[src/rtl/axi_flat_pkg.sv]
// Field layout of the flat AXI read request/response buses used by the SOC wrappers.
// Response offsets are relative to DATA_W, so one set of constants covers every data width.
package axi_flat_pkg;

  localparam int REQ_W      = 80;
  localparam int ADDR_LSB   = 0;
  localparam int ADDR_W     = 32;
  localparam int LEN_LSB    = 32;
  localparam int SIZE_LSB   = 40;
  localparam int BURST_LSB  = 43;
  localparam int ID_LSB     = 45;
  localparam int ID_W       = 12;
  localparam int PROT_LSB   = 57;
  localparam int CACHE_LSB  = 60;
  localparam int LOCK_BIT   = 64;
  localparam int REGION_LSB = 65;
  localparam int USER_LSB   = 69;
  localparam int QOS_LSB    = 75;
  localparam int VALID_BIT  = 79;

  localparam int RSP_LAST_OFS  = 0;
  localparam int RSP_RESP_OFS  = 1;
  localparam int RSP_ID_OFS    = 3;
  localparam int RSP_USER_OFS  = 15;
  localparam int RSP_VALID_OFS = 21;

  function automatic int rsp_w(input int data_w);
    return data_w + 22;
  endfunction

endpackage

[src/rtl/axi_rd_track_fifo.sv]
// Outstanding-burst tracker: holds {client, original id} per accepted AR in issue order.
// The head is read combinationally so the R path can steer with no added latency.
module axi_rd_track_fifo #(
  parameter int WIDTH = 13,
  parameter int DEPTH = 8
) (
  input  logic             clk_i,
  input  logic             rst_ni,
  input  logic             push_i,
  input  logic [WIDTH-1:0] din_i,
  input  logic             pop_i,
  output logic             full,
  output logic             empty,
  output logic [WIDTH-1:0] head
);

  localparam int PTR_W = $clog2(DEPTH);

  logic [WIDTH-1:0] mem_q [DEPTH];
  logic [PTR_W-1:0] wr_ptr_q, rd_ptr_q;
  logic [PTR_W:0]   count_q;
  logic             do_push, do_pop;

  assign full  = (count_q == (PTR_W+1)'(DEPTH));
  assign empty = (count_q == '0);
  assign head  = mem_q[rd_ptr_q];

  // A pop in the same cycle frees the slot, so a push into a full FIFO is allowed then.
  assign do_pop  = pop_i & ~empty;
  assign do_push = push_i & (~full | do_pop);

  always_ff @(posedge clk_i) begin
    if (do_push) begin
      mem_q[wr_ptr_q] <= din_i;
    end
  end

  always_ff @(posedge clk_i or negedge rst_ni) begin
    if (!rst_ni) begin
      wr_ptr_q <= '0;
      rd_ptr_q <= '0;
      count_q  <= '0;
    end else begin
      if (do_push) wr_ptr_q <= wr_ptr_q + PTR_W'(1);
      if (do_pop)  rd_ptr_q <= rd_ptr_q + PTR_W'(1);
      case ({do_push, do_pop})
        2'b10:   count_q <= count_q + (PTR_W+1)'(1);
        2'b01:   count_q <= count_q - (PTR_W+1)'(1);
        default: count_q <= count_q;
      endcase
    end
  end

endmodule

[src/rtl/axi_read_mux.sv]
// N:1 AXI read-channel mux: round-robin AR arbitration into a registered AR stage,
// single downstream ARID, and in-order R steering from the tracking FIFO head.
module axi_read_mux
  import axi_flat_pkg::*;
#(
  parameter int          N_PORTS  = 2,
  parameter int          DATA_W   = 64,
  parameter int          DEPTH    = 8,
  parameter logic [11:0] FIXED_ID = 12'h000
) (
  input  logic                           IP_CLK,
  input  logic                           IP_ARESET_N,
  input  logic [N_PORTS-1:0][REQ_W-1:0]  up_read_input,
  output logic [N_PORTS-1:0]             up_read_ready,
  output logic [N_PORTS-1:0][DATA_W+21:0] up_read_output,
  input  logic [N_PORTS-1:0]             up_read_ready_downstream,
  output logic [REQ_W-1:0]               dn_read_input,
  input  logic                           dn_read_ready,
  input  logic [DATA_W+21:0]             dn_read_output,
  output logic                           dn_read_ready_downstream
);

  localparam int RSP_W = rsp_w(DATA_W);
  localparam int P_W   = (N_PORTS > 1) ? $clog2(N_PORTS) : 1;
  localparam int TRK_W = P_W + ID_W;

  logic [N_PORTS-1:0] up_valid;
  logic [P_W-1:0]     rr_q, rr_d, grant;
  logic [P_W:0]       idx;
  logic               any_valid, accept, pop;
  logic               fifo_full, fifo_empty;
  logic [TRK_W-1:0]   trk_din, head;
  logic [P_W-1:0]     head_port;
  logic [ID_W-1:0]    head_id;
  logic [REQ_W-1:0]   ar_q, ar_d;
  logic               dn_beat_valid, dn_beat_last;

  for (genvar gi = 0; gi < N_PORTS; gi++) begin : g_port
    assign up_valid[gi]      = up_read_input[gi][VALID_BIT];
    assign up_read_ready[gi] = accept && (grant == P_W'(gi));
  end

  // Scan downward so the lowest offset from rr (the first eligible client) wins.
  always_comb begin
    grant     = '0;
    any_valid = 1'b0;
    idx       = '0;
    for (int k = N_PORTS - 1; k >= 0; k--) begin
      idx = {1'b0, rr_q} + (P_W+1)'(k);
      if (idx >= (P_W+1)'(N_PORTS)) idx = idx - (P_W+1)'(N_PORTS);
      if (up_valid[idx[P_W-1:0]]) begin
        grant     = idx[P_W-1:0];
        any_valid = 1'b1;
      end
    end
  end

  // Reset gates accept so ready stays low while held in reset.
  assign accept = IP_ARESET_N & any_valid & (~ar_q[VALID_BIT] | dn_read_ready)
                & (~fifo_full | pop);

  always_comb begin
    rr_d = rr_q;
    ar_d = ar_q;
    if (accept) begin
      rr_d = (grant == P_W'(N_PORTS - 1)) ? '0 : grant + P_W'(1);
      ar_d = up_read_input[grant];
      ar_d[ID_LSB +: ID_W] = FIXED_ID;
    end else if (dn_read_ready) begin
      ar_d = '0;
    end
  end

  always_ff @(posedge IP_CLK or negedge IP_ARESET_N) begin
    if (!IP_ARESET_N) begin
      rr_q <= '0;
      ar_q <= '0;
    end else begin
      rr_q <= rr_d;
      ar_q <= ar_d;
    end
  end

  assign dn_read_input = ar_q;
  assign trk_din       = {grant, up_read_input[grant][ID_LSB +: ID_W]};

  axi_rd_track_fifo #(
    .WIDTH (TRK_W),
    .DEPTH (DEPTH)
  ) u_track (
    .clk_i  (IP_CLK),
    .rst_ni (IP_ARESET_N),
    .push_i (accept),
    .din_i  (trk_din),
    .pop_i  (pop),
    .full   (fifo_full),
    .empty  (fifo_empty),
    .head   (head)
  );

  assign head_port     = head[TRK_W-1 -: P_W];
  assign head_id       = head[ID_W-1:0];
  assign dn_beat_valid = dn_read_output[DATA_W + RSP_VALID_OFS];
  assign dn_beat_last  = dn_read_output[DATA_W + RSP_LAST_OFS];

  assign dn_read_ready_downstream = ~fifo_empty & up_read_ready_downstream[head_port];
  assign pop = dn_beat_valid & dn_beat_last & dn_read_ready_downstream;

  always_comb begin
    up_read_output = '0;
    for (int i = 0; i < N_PORTS; i++) begin
      if (!fifo_empty && head_port == P_W'(i)) begin
        up_read_output[i] = dn_read_output[RSP_W-1:0];
        up_read_output[i][DATA_W + RSP_ID_OFS +: ID_W] = head_id;
      end
    end
  end

endmodule

[config.mk]
export PLATFORM = sky130hd
export DESIGN_NAME = axi_read_mux
export DESIGN_NICKNAME = d
export VERILOG_FILES = /design/src/rtl/axi_flat_pkg.sv /design/src/rtl/axi_rd_track_fifo.sv /design/src/rtl/axi_read_mux.sv
export SDC_FILE = /design/constraint.sdc
export NUM_CORES = 1
export LEC_CHECK = 0
export ABC_AREA = 1
export BUFFER_PORTS_ARGS = -buffer_cell sky130_fd_sc_hd__buf_2
export CAP_MARGIN = 20
export CELL_PAD_IN_SITES_DETAIL_PLACEMENT = 1
export CELL_PAD_IN_SITES_GLOBAL_PLACEMENT = 2
export CORE_MARGIN = 5
export CORE_UTILIZATION = 22
export CTS_CLUSTER_SIZE = 20
export DETAILED_ROUTE_END_ITERATION = 16
export HOLD_SLACK_MARGIN = 0.08
export PLACE_DENSITY_LB_ADDON = 0.15
export SLEW_MARGIN = 40
export SYNTH_ARGS = -nofsm -noshare
export SYNTH_HDL_FRONTEND = slang
export SYNTH_SLANG_ARGS = --single-unit
[constraint.sdc]
create_clock -name IP_CLK -period 2.3 [get_ports IP_CLK]
set_input_delay 0.23 -clock IP_CLK [delete_from_list [all_inputs] [get_ports IP_CLK]]
set_output_delay 0.23 -clock IP_CLK [all_outputs]
set_load 0.05 [all_outputs]
==> results.py, run 1 <==
metrics = {
    "final_layout": {
        "layout.nets": 1960,
        "drive_gt1_share_pct": 46.83,
        "multi_input_area_mm2": 0.004969,
        "area_delta_synth_final_pct": 74.04,
        "regArea_mm2": 0.005101,
        "layout.cells.most_common": "nand2_1",
        "layout_common_cells": "nand2_1 (334), buf_2 (305), nand3_1 (140), nor2_4 (138), buf_6 (126)",
        "nFillCells": 4983,
    },
    "clock_network": {
        "path_clk_slew_ns": 0.07,
        "cts_tree": "built",
        "cts-buffers-inserted": 17,
        "cts_root_buf": "clkbuf_16",
        "cts_num_sinks": 183,
        "clockBufferDepth": 2,
        "clkLatencyLatePin_ns": 0.43,
        "htreeDepth": 4,
    },
    "route": {
        "wl_met2_mm": 24.15,
        "viasPerCell": 4.424,
        "drc": 0,
        "wl_met3_mm": 3.436,
        "initialDrtViolationCount": 350,
        "wl_per_cell_um": 21.02,
        "wl_mm": 48.44,
        "via_count": 10190,
        "ant_nets": 0,
        "drtPass1Iterations": 4,
        "wl_met1_mm": 18.90,
        "highest_layer": "met5",
    },
    "floorplan": {
        "ios": 506,
        "die_area_mm2": 0.04787,
        "start_util_pct": 22.26,
        "die_h_um": 218.8,
        "rows": 76,
        "die_x_um": 218.8,
        "core-area_mm2": 0.04308,
    },
    "global_routing": {
        "grt_max_degree": 81,
        "antenna_found_initial": 6,
        "grt_pass1_vias": 10750,
        "gr-total-overflow": 0,
        "track_usage_pct": 18.02,
        "grt_pass1_wl_mm": 66.25,
    },
    "setup_path": {
        "path_cells": "inv_4 -> nand2_2 -> nand2_1 -> nand2_1 -> nand3_2 -> nand2_2 -> buf_6 -> nand2_8 -> buf_16 -> nor2_1 -> buf_4",
        "startpoint_type": "flip-flop",
        "critPathSlowestCell": "dfrtp_2",
        "crit_family": "buffers and inverters",
        "r2r.worst_path.cells": 16,
        "critPathBufInv": 4,
        "critPathMaxFanout": 11,
        "cp.arrival_ns": 2.22,
        "critical_path_depth": 11,
        "crit_end": "up_read_output[31]",
        "cp-end-kind": "primary output",
        "cpPeakStageDelay_ns": 0.47,
        "path_class": "flip-flop to primary output",
        "required_ns": 2.07,
        "reg2reg_to": "u_track.count_q[3]$_DFFE_PN0P_",
        "reg2reg_slack_ns": -0.01,
        "startpoint": "u_track.rd_ptr_q[0]$_DFFE_PN0P_",
        "r2r_start": "u_track.rd_ptr_q[0]$_DFFE_PN0P_",
    },
    "synth": {
        "avgSynthCellArea_um2": 7.979,
        "netlist_area_mm2": 0.009590,
        "synth-seq-cells": 183,
        "synthCells": 1202,
        "yosysWarnings": 0,
        "ys.flop_type": "edfxtp_1",
        "synth_edf_count": 104,
        "async_flop_share_pct": 43.17,
        "yosysSeqAreaShare_pct": 53.18,
        "synthDistinctLibCells": 29,
    },
    "timing": {
        "clock_skew_ns": 0.009559,
        "finalHoldViolCount": 0,
        "fin_crit_sh_pct": 106.3,
        "fin_crit_ns": 2.446,
        "slew_headroom_pct": 46.98,
        "worstMarginPinSlew_ns": 0.7953,
        "setup_viol_count_final": 159,
        "setup_ws_ns": -0.1456,
        "grt_setup_unrepaired": "true",
        "slew_viol_final": 0,
        "max_freq_ghz": 0.4089,
        "whs_ns": 0.1203,
    },
    "min_path": {
        "min_path_cells": 5,
        "hold_path.class": "input port to flip-flop",
    },
    "run_status": {
        "violations": "setup timing",
        "status": "finished with violations",
    },
    "flow_run": {
        "drv_cap": 0,
    },
    "place": {
        "portBuffers": 481,
        "dp.final_hpwl_mm": 31.73,
        "gp_congestion": 0.7633,
    },
}
==> worst min-delay path, stage by stage <==
cell and delay, ns:
buf_2 0.08, nand2_1 0.04, nand2_1 0.05, nand3_1 0.07, nand2_1 0.06
==> logic make-up after synthesis <==
logic type,share of synthesized area (%)
flops,53.18
buf+inv,9.093
xor+xnor,0.7305
other cells,0.03910
fa+ha+maj,0.6523
compound gates,5.584
simple gates,30.72
==> cells in the mapped netlist (10+ instances only) <==
| master | number | area [um2] |
|---|---|---|
| nand2_1 | 338 | 1269 |
| inv_1 | 94 | 352.8 |
| nor2_1 | 228 | 855.8 |
| buf_2 | 20 | 100.1 |
| o221ai_1 | 12 | 105.1 |
| dfrtp_1 | 79 | 1977 |
| buf_6 | 10 | 112.6 |
| edfxtp_1 | 104 | 3123 |
| clkbuf_1 | 45 | 168.9 |
| o22ai_1 | 13 | 81.33 |
| buf_4 | 13 | 97.59 |
| o21ai_0 | 56 | 280.3 |
| nand3_1 | 144 | 720.7 |
==> area by class of cell <==
type                            count  share of cell area, %
Tap cell                          585                  4.385
Sequential cell                   183                  30.56
Antenna cell                        2                0.02999
Multi-Input combinational cell    839                  29.77
Inverter                           97                  2.211
Timing Repair Buffer              566                  29.70
Clock inverter                     12                 0.6672
Clock buffer                       20                  2.676
==> worst min-delay path by stage <==
stage                            start                              end  slack (ns)
global route        up_read_input[148]    dn_read_input[68]$_DFFE_PN0P_        0.12
detailed placement         IP_ARESET_N   u_track.count_q[1]$_DFFE_PN0P_        0.42
finish               up_read_input[86]     dn_read_input[6]$_DFFE_PN0P_        0.12
floorplan                  IP_ARESET_N     dn_read_input[0]$_DFFE_PN0P_       -0.07
global placement           IP_ARESET_N  u_track.rd_ptr_q[0]$_DFFE_PN0P_        0.44
CTS                  up_read_input[85]     dn_read_input[5]$_DFFE_PN0P_         0.1
==> metal layers <==
layer / vias to the layer above / track usage (%)
met1: 4865 / 21.41
met2: 381 / 32.27
met5: - / 0
met4: 4 / 4.815
met3: 93 / 4.801
li1: 4851 / -
==> what timing repair did <==
| item | 4_1_cts | 5_1_grt |
|---|---|---|
| buffers inserted | 6 | 3 |
| gates cloned | 13 | 13 |
| hold buffers | 1 | 0 |
| pin swaps | 4 | 25 |
| endpoints found under the hold margin | 40 | 0 |
| endpoints found under the setup margin | 215 | 238 |
| resized for setup | 419 | 359 |
==> sequential cells by signal, summed over array words and instances (netlist names) <==
register / cells
u_track.mem_q: 104
u_track.count_q: 4
u_track.rd_ptr_q: 3
rr_q: 1
dn_read_input: 68
u_track.wr_ptr_q: 3
==> stage by stage <==
stage               util (%)  area (um2)  TNS (ns)  worst slack (ns)  instances
floorplan                  -        9678    -10.82           -0.1348       1213
global route           38.74       16690    -35.54           -0.3080       2303
global placement       29.90       12880   -0.1218          -0.08304       2237
CTS                    35.22       15170    -8.709           -0.1734       2289
finish                 38.75       16690    -9.708           -0.1456       2304
detailed placement     29.90       12880   -0.7363           -0.1168       2237
Power of run 1 is left out: the tool's default activity adds up to more than one toggle a clock period on the data nets, which glitch-free logic cannot reach.
==> inputs of run 2 (changes only) <==
--- a/config.mk
+++ b/config.mk
@@ -5,13 +5,12 @@
 export SDC_FILE = /design/constraint.sdc
 export NUM_CORES = 1
 export LEC_CHECK = 0
-export ABC_AREA = 1
 export BUFFER_PORTS_ARGS = -buffer_cell sky130_fd_sc_hd__buf_2
 export CAP_MARGIN = 20
 export CELL_PAD_IN_SITES_DETAIL_PLACEMENT = 1
 export CELL_PAD_IN_SITES_GLOBAL_PLACEMENT = 2
 export CORE_MARGIN = 5
-export CORE_UTILIZATION = 22
+export CORE_UTILIZATION = 25
 export CTS_CLUSTER_SIZE = 20
 export DETAILED_ROUTE_END_ITERATION = 16
 export HOLD_SLACK_MARGIN = 0.08
==> results.py, run 2 <==
metrics = {
    "global_routing": {
        "grt_max_degree": 82,
        "gr-total-overflow": 0,
        "grt_pass1_wl_mm": 53.31,
        "grt_pass1_vias": 8620,
        "antenna_found_initial": 7,
        "track_usage_pct": 16.36,
    },
    "synth": {
        "synth_area_leaders": "edfxtp_1 (32%), dfrtp_1 (20%), mux2i_1 (15%)",
        "synth-simple-area-share_pct": 18.25,
        "yosys.area.top_type_share_pct": 32.38,
        "synth_top_family_by_area": "multiplexers",
        "synth_edf_count": 104,
        "synthAdderAreaFrac_pct": 0.6487,
        "synthCells": 769,
        "netlist_area_mm2": 0.009644,
        "synth_xor_area_share_pct": 0.8173,
        "async_flop_share_pct": 43.17,
        "synthDistinctLibCells": 39,
        "yosysWarnings": 0,
        "synth_compound_gate_area_share_pct": 0.5838,
        "yosysSeqAreaShare_pct": 52.88,
        "yosys-top-cells-count": "mux2i_1 (147), edfxtp_1 (104), dfrtp_1 (79)",
        "synth-seq-cells": 183,
        "ys.flop_type": "edfxtp_1",
        "synth_most_common_cell": "mux2i_1",
        "synth_top_area_cell": "edfxtp_1",
        "avgSynthCellArea_um2": 12.54,
        "synth.mux.area_fraction_pct": 22.30,
    },
    "floorplan": {
        "core-area_mm2": 0.03838,
        "die_h_um": 206.4,
        "ios": 506,
        "die_x_um": 206.4,
        "start_util_pct": 25.13,
        "rows": 72,
        "die_area_mm2": 0.04261,
    },
    "route": {
        "via_count": 7988,
        "drtPass1Iterations": 4,
        "viasPerCell": 4.382,
        "wl_mm": 36.75,
        "wl_per_cell_um": 20.16,
        "initialDrtViolationCount": 265,
        "drc": 0,
        "ant_nets": 0,
    },
    "place": {
        "placed_area_mm2": 0.01335,
        "portBuffers": 481,
        "gp_congestion": 0.7373,
        "pre_cts_slack_ns": -0.4389,
        "dp.final_hpwl_mm": 26.83,
    },
    "timing": {
        "finalHoldViolCount": 0,
        "fin_crit_ns": 2.799,
        "grt_setup_unrepaired": "true",
        "setup_ws_ns": -0.4986,
        "slew_headroom_pct": 56.65,
        "clock_skew_ns": 0.01246,
        "worstMarginPinSlew_ns": 0.6502,
        "slew_viol_final": 0,
        "setup_viol_count_final": 352,
        "whs_ns": 0.09344,
        "fin_crit_sh_pct": 121.7,
        "max_freq_ghz": 0.3573,
    },
    "setup_path": {
        "required_ns": 2.07,
        "startpoint_type": "flip-flop",
        "critPathMaxFanout": 7,
        "cp-end-kind": "primary output",
        "path_class": "flip-flop to primary output",
        "cpPeakStageDelay_ns": 0.50,
        "critPathSlowestCell": "mux4_2",
        "cp.arrival_ns": 2.57,
        "crit_top_cell": "buf_12",
        "path_cells": "mux4_2 -> mux2_4 -> buf_6 -> nor2_4 -> buf_12 -> buf_12 -> buf_16 -> and2_4 -> buf_8",
    },
    "clock_network": {
        "path_clk_slew_ns": 0.07,
        "cts_tree": "built",
        "clockBufferDepth": 2,
        "cts_root_buf": "clkbuf_16",
        "cts_num_sinks": 183,
        "clkLatencyLatePin_ns": 0.43,
        "cts-buffers-inserted": 17,
        "htreeDepth": 4,
    },
    "run_status": {
        "violations": "setup timing",
        "status": "finished with violations",
    },
    "final_layout": {
        "layout.nets": 1543,
        "drive_gt1_share_pct": 57.23,
        "fin_area_mm2": 0.01552,
        "largest_reg_flops": 104,
        "top_register": "u_track.mem_q",
        "layout_common_cells": "buf_2 (305), mux2i_1 (145), buf_4 (126), edfxtp_1 (104), dfrtp_1 (78)",
        "area_delta_synth_final_pct": 60.94,
        "layout.cells.most_common": "buf_2",
    },
    "power_and_ir_drop": {
        "pwr_density_cell_mw_per_mm2": 1669,
        "leakagePower_nw": 7.362,
        "max-vdd-ir-drop_uv": 604.3,
    },
    "flow_run": {
        "drv_cap": 0,
    },
    "min_path": {
        "hold_path.class": "input port to flip-flop",
    },
}
## run 2: changes by cell type after synthesis, sizes merged, moves of 12 or more
cell	change
and2	+74
and3	+74
buf	-21
inv	-91
mux2i	+148
mux4	+26
nand2	-296
nand2b	+69
nand3	-146
nor2	-200
o21ai	-64
o221ai	-12
o22ai	-12
## run 2: power by group
group	internal, mW	switching (mW)
clock	1.49	1.43
combinational	7.30	11.3
sequential	4.05	0.319
## run 2: final cells by class
type | instances | area (um2)
Inverter | 6 | 30.03
Clock buffer | 18 | 439.2
Clock inverter | 14 | 152.6
Fill cell | 4166 | 22860
Antenna cell | 5 | 12.51
Timing Repair Buffer | 562 | 4512
Tap cell | 518 | 648.1
Multi-Input combinational cell | 517 | 4626
Sequential cell | 183 | 5101
## run 2: routing by layer
layer | global-route usage [%] | wire [um] | share of wire, % | vias to the layer above
met1 | 19.87 | 14950 | 41 | 3882
met2 | 28.59 | 18420 | 50 | 325
met4 | 3.375 | 365 | 0.99 | 4
met3 | 5.131 | 2991 | 8.1 | 27
li1 | - | - | - | 3750
met5 | 0 | 25 | 0.068 | -
## run 2: logic make-up (layout without fill, tap and decap cells)
family                   after synthesis  count (layout)
AO/OA/AOI/OAI                          8               8
XOR/XNOR                               9               9
adder cells (fa/ha/maj)                5               5
buffers and inverters                 80             600
flip-flops                           183             183
multiplexers                         180             180
other                                  1              17
AND/OR/NAND/NOR                      303             303
## run 2: final timing paths
kind                                                      start                       endpoint  slack [ns]  depth (start not counted)
worst max-delay path            u_track.rd_ptr_q[0]$_DFFE_PN0P_              up_read_output[4]       -0.50                          9
max in group asynchronous                           IP_ARESET_N  dn_read_input[65]$_DFFE_PN0P_        1.08                          4
worst max register to register  u_track.rd_ptr_q[0]$_DFFE_PN0P_  u_track.mem_q[2][6]$_DFFE_PP_       -0.38                          9
min in group asynchronous                           IP_ARESET_N  dn_read_input[15]$_DFFE_PN0P_        0.40                          3
worst min-delay path                         up_read_input[112]  dn_read_input[32]$_DFFE_PN0P_        0.09                          3
worst min register to register    dn_read_input[79]$_DFFE_PN0P_  dn_read_input[79]$_DFFE_PN0P_        0.54                          2
## run 2: through the flow
| stage | utilization, % | TNS (ns) | instances | total power [mW] |
|---|---|---|---|---|
| 2_1_floorplan | - | -76.11 | 780 | 15.75 |
| 3_3_place_gp | 34.79 | -67.73 | 1758 | 19.70 |
| 3_5_place_dp | 34.79 | -73.71 | 1758 | 19.74 |
| 4_1_cts | 39.74 | -118.26 | 1814 | 25.66 |
| 5_1_grt | 40.44 | -137.98 | 1823 | 27.05 |
| 6_report | 40.44 | -108.01 | 1823 | 25.90 |
## run 2: worst max-delay path, delay by kind of cell (launching register included)
| kind | cells | cell delay [ns] |
|---|---|---|
| multiplexers | 2 | 0.81 |
| flip-flops | 1 | 0.41 |
| buffers and inverters | 5 | 0.65 |
| AND/OR/NAND/NOR | 2 | 0.27 |
## run 2: timing repair
action                     in CTS  in global routing
hold buffers                   10                  0
buffers inserted               11                  1
setup endpoints to repair     353                353
pin swaps                      32                 33
cloned                          4                  4
resized for setup             324                 58
hold endpoints to repair       29                  0
No activity file was read; power rests on OpenSTA's default activity.
